**src/rtl/fan_speed_decoder.sv**
```systemverilog
// PWM fan tachometer: measures high width and period of pwm_in and reports
// duty (0..255) per legal frame, flags illegal frames and a stalled line.
module fan_speed_decoder #(
  parameter int unsigned FRAME   = 257,
  parameter int unsigned TIMEOUT = 1024
) (
  input  logic       clk,
  input  logic       arst,
  input  logic       pwm_in,
  output logic [7:0] speed,
  output logic       speed_valid,
  output logic       period_err,
  output logic       stuck
);

  localparam int unsigned IW      = $clog2(TIMEOUT + 1);
  localparam logic [9:0]  CNT_MAX = '1;

  typedef enum logic [1:0] {IDLE, HIGH, LOW} state_t;

  state_t        state;
  logic          sync1, sync2, sync_d;
  logic          rise, fall;
  logic          timeout_hit, frame_ok;
  logic [9:0]    per_cnt, hi_cnt, h_lat;
  logic [IW-1:0] idle_cnt;

  always_ff @(posedge clk or negedge arst) begin
    if (!arst) begin
      sync1  <= 1'b0;
      sync2  <= 1'b0;
      sync_d <= 1'b0;
    end else begin
      sync1  <= pwm_in;
      sync2  <= sync1;
      sync_d <= sync2;
    end
  end

  assign rise = sync2 & ~sync_d;
  assign fall = ~sync2 & sync_d;

  // A coincident edge always beats the timeout; idle_cnt holds at TIMEOUT so it fires once.
  always_comb begin
    timeout_hit = !(rise || fall) && (idle_cnt == IW'(TIMEOUT - 1));
    frame_ok    = (per_cnt == 10'(FRAME)) && (h_lat != '0) && (h_lat <= 10'd256);
  end

  always_ff @(posedge clk or negedge arst) begin
    if (!arst) begin
      state       <= IDLE;
      per_cnt     <= '0;
      hi_cnt      <= '0;
      h_lat       <= '0;
      idle_cnt    <= '0;
      speed       <= '0;
      speed_valid <= 1'b0;
      period_err  <= 1'b0;
      stuck       <= 1'b0;
    end else begin
      speed_valid <= 1'b0;
      if (per_cnt != CNT_MAX) per_cnt <= per_cnt + 10'd1;
      if (hi_cnt != CNT_MAX)  hi_cnt  <= hi_cnt + 10'd1;

      if (rise || fall)
        idle_cnt <= '0;
      else if (idle_cnt != IW'(TIMEOUT))
        idle_cnt <= idle_cnt + 1'b1;

      // Counters restart at 1 on the rise so their value at a strobe equals the span in cycles.
      case (state)
        IDLE: begin
          if (rise) begin
            state   <= HIGH;
            per_cnt <= 10'd1;
            hi_cnt  <= 10'd1;
            stuck   <= 1'b0;
          end
        end
        HIGH: begin
          if (fall) begin
            h_lat <= hi_cnt;
            state <= LOW;
          end
        end
        LOW: begin
          if (rise) begin
            if (frame_ok) begin
              speed       <= h_lat[7:0] - 8'd1;
              speed_valid <= 1'b1;
              period_err  <= 1'b0;
            end else begin
              period_err  <= 1'b1;
            end
            per_cnt <= 10'd1;
            hi_cnt  <= 10'd1;
            state   <= HIGH;
          end
        end
        default: state <= IDLE;
      endcase

      if (timeout_hit) begin
        stuck <= 1'b1;
        state <= IDLE;
      end
    end
  end

endmodule

```
**config.mk**
```make
export PLATFORM = sky130hd
export DESIGN_NAME = fan_speed_decoder
export DESIGN_NICKNAME = d
export VERILOG_FILES = /design/src/rtl/fan_speed_decoder.sv
export SDC_FILE = /design/constraint.sdc
export NUM_CORES = 1
export LEC_CHECK = 0
export ABC_AREA = 1
export CORE_MARGIN = 4
export CORE_UTILIZATION = 53
export DETAILED_ROUTE_END_ITERATION = 10
export GPL_TIMING_DRIVEN = 1
export HOLD_SLACK_MARGIN = 0.15
export PLACE_DENSITY = 0.74
export SLEW_MARGIN = 40
export SYNTH_ARGS = -nofsm -noshare
export SYNTH_HDL_FRONTEND = slang
export SYNTH_SLANG_ARGS = --single-unit
```
**constraint.sdc**
```tcl
create_clock -name clk -period 1.8 [get_ports clk]
set_clock_uncertainty 0.05 [all_clocks]
set_input_delay 0.27 -clock clk [delete_from_list [all_inputs] [get_ports clk]]
set_output_delay 0.27 -clock clk [all_outputs]
set_load 0.02 [all_outputs]
```
==> summary.md <==
| Metric | Value |
|---|---|
| # H-tree levels | `3` |
| Final #Nets | `425` |
| Clk slew on worst S/H paths | `0.06 ns` |
| Critical Path Start Type | `flip-flop` |
| Worst Path Buf+Inv | `1` |
| Largest net degree at the start of global routing | `58` |
| Worst setup path class | `reg -> out` |
| 1st-iter DRT viols | `138` |
| Mapped Nets | `403` |
| IO Port Bufs | `13` |
| Clk buf depth | `2` |
| Die area | `7007 sq um` |
| Most frequent cells in the layout | `92 x nand2_1, 60 x inv_1, 57 x dfrtp_1, 40 x nor2_1, 30 x nand3_1` |
| IR drop worst, VDD | `460.8 uV` |
| WL per Instance | `11.69 um` |
| Setup slack after layout | `0.1853 ns` |
| Total negative slack | `0 ns` |
| Final ANT Viol Nets | `0` |
| Commonest non-fill, non-tap cell in the layout | `nand2_1` |
| Initial Util | `54.83%` |
| Final worst path period need | `1.615 ns` |
| Post-detail-place hpwl | `3.975 mm` |
| Synth Register Bits | `57` |
| Total wire length | `5.726 mm` |
| Crit-path slowest cell | `clkdlybuf4s50_1` |
| Max-slew violation count | `0` |
| Pwr dens | `1187 nW/um^2` |
| Crit path DAT | `1.29 ns` |
| Drt first pass iters | `4` |
| Antenna diode count | `0` |
| GPL Wtd Cong | `0.8155` |
| Crit Path Max Fanout | `2` |
| Row Count | `27` |
| Mapped Area | `3038 sq um` |
| Status | `complete, no violations` |
| Max Clock Freq | `619.3 MHz` |
| CP delay by family, top | `buffers and inverters` |
| TritonCTS buffer count | `9` |
| Number of max-cap violations | `0` |
| Synthesized instance count | `391` |
| Initial antenna violation count | `0` |
| Clock Latency Late Sink | `0.34 ns` |
| Cell Chain, Critical Path | `clkdlybuf4s50_1` |
| Critical Path RT | `1.48 ns` |
| Min-delay worst type | `reg -> reg` |
| Total Routing Usage GR | `17.50%` |
| Worst relative slew slack | `62.55%` |
| Root Driver | `clkbuf_8` |
| Fill cells | `478` |
| Core Region | `5540 sq um` |
| First-pass GRT wire length | `9.929 mm` |
| Synthesis Warnings | `0` |
| Vias post-DR | `2,422` |
| Worst-margin pin slew | `0.5604 ns` |
| CP endpoint kind | `primary output` |
| Area delta synth->final | `14.42%` |
| Die Y | `83.71 um` |
| Slowest stage delay, CP | `0.61 ns` |
| Vias/cell | `4.943` |
| Post-synthesis sequential area ratio | `46.95%` |
| Setup violators final | `0` |
| DP Worst Slack | `0.1859 ns` |
| CTS sink cnt | `57` |
| RSZ-0062 raised after global routing | `false` |
| Leakage | `1.808 nW` |
| DRC violations left | `0` |
| Layout cells sized above 1 | `10.29%` |
| Fin crit share | `89.71%` |
| Vias in the first global route | `2,314` |
| # IOs | `14` |
| GRT overflow | `0` |
| Final hold vios | `0` |
| Die W | `83.71 um` |
| Synth cell types | `31` |
| Syn avg cell area | `7.770 sq um` |
| CTS tree | `yes` |
-- cell type report --
type	count	area, sq um	area share, %
Clock buffer	14	172.7	4.968
Clock inverter	2	35.03	1.008
Inverter	70	262.8	7.559
Multi-Input combinational cell	259	1326	38.16
Sequential cell	57	1426	41.04
Tap cell	72	90.09	2.592
Timing Repair Buffer	16	162.7	4.680
-- per-layer routing --
layer  vias to the layer above  GRT usage, %  wire, um
met5                         -             0         0
met4                         0         6.579        38
met3                         4         5.035       249
met2                        41         30.59      2718
met1                      1099         20.23      2721
li1                       1278             -         -
-- path summary, 6_finish.rpt --
path	slack [ns]	cells after the start	from	end
max	0.19	1	speed[2]	speed[2]
min	0.30	0	sync1	sync2
max reg2reg	0.19	9	sync_d	speed[2]
min reg2reg	0.30	0	sync1	sync2
max in group asynchronous	1.02	3	arst	idle_cnt[3]
min in group asynchronous	0.43	3	arst	speed[7]
-- where the power goes --
part           leakage, nW  internal, W  switching (W)  total (W)
registers            0.759      0.00150       0.000230    0.00173
logic                0.942     0.000437       0.000730    0.00117
clock network        0.107     0.000751       0.000482    0.00123
-- worst reg2reg max path, delay by kind of cell (launching register included) --
kind / cells / cell delay, ns
compound gates: 1 / 0.05
fa+ha+maj: 1 / 0.19
buf+inv: 1 / 0.06
flops: 1 / 0.39
simple gates: 6 / 0.75
-- logic make-up (layout without fill, tap and decap cells) --
logic type	count (synthesis)	after routing	share of synthesized area (%)
xor gates and xnor gates	8	8	2.307
adders and majority gates	9	9	3.707
AOI/OAI and AO/OA	49	49	8.772
DFF	57	57	46.95
and+or+nand+nor	193	193	28.71
buffers and inverters	75	102	9.555
-- cell usage after synthesis --
| cell | number | area (sq um) |
|---|---|---|
| nand2_2 | 4 | 25.02 |
| nor2_2 | 2 | 12.51 |
| xnor2_1 | 3 | 26.28 |
| nor2_1 | 40 | 150.1 |
| o21ai_2 | 3 | 26.28 |
| nand3b_1 | 1 | 7.510 |
| o21ai_1 | 3 | 15.01 |
| nor3_2 | 1 | 10.01 |
| nor2_8 | 1 | 20.02 |
| nor2_4 | 1 | 11.26 |
| nand4_1 | 7 | 43.79 |
| inv_1 | 60 | 225.2 |
| nand3_4 | 1 | 17.52 |
| a21oi_1 | 17 | 85.08 |
| inv_2 | 10 | 37.54 |
| dfrtp_1 | 57 | 1426 |
| buf_6 | 1 | 11.26 |
| o21a_1 | 2 | 15.01 |
| nor3b_1 | 1 | 7.510 |
| ha_1 | 9 | 112.6 |
| nor3_1 | 8 | 40.04 |
| or2_0 | 1 | 6.260 |
| clkbuf_1 | 3 | 11.26 |
| a31oi_1 | 2 | 12.51 |
| xor2_1 | 5 | 43.79 |
| nand2_1 | 92 | 345.3 |
| nand3_1 | 31 | 155.2 |
| o21ai_0 | 21 | 105.1 |
| nand3_2 | 2 | 20.02 |
| a22oi_1 | 1 | 7.510 |
| buf_2 | 1 | 5.000 |
-- what timing repair did --
item                                    4_1_cts  5_1_grt
setup buffers                                 0        0
endpoints found under the setup margin        0        2
gates resized for setup                       0        1
hold endpoints to repair                     57        0
hold buffers                                  1        0
-- sequential cells by signal (all words and copies together) (netlist names) --
register	count
sync_d	1
hi_cnt	10
sync1	1
stuck	1
idle_cnt	11
period_err	1
h_lat	10
sync2	1
speed	8
speed_valid	1
per_cnt	10
state	2
-- metrics by stage --
| stage | power [W] | instance area, sq um | util (%) | hold slack, ns | instances |
|---|---|---|---|---|---|
| 3_5_place_dp | 0.002891 | 3253 | 58.72 | 0.2452 | 473 |
| 5_1_grt | 0.004430 | 3476 | 62.74 | 0.3060 | 490 |
| 3_3_place_gp | 0.002860 | 3253 | 58.72 | 0.2437 | 473 |
| 4_1_cts | 0.004167 | 3471 | 62.65 | 0.3060 | 490 |
| 6_report | 0.004126 | 3476 | 62.74 | 0.3032 | 490 |
| 2_1_floorplan | 0.002613 | 3038 | - | -0.07559 | 391 |
No activity file was read; power rests on OpenSTA's default activity.
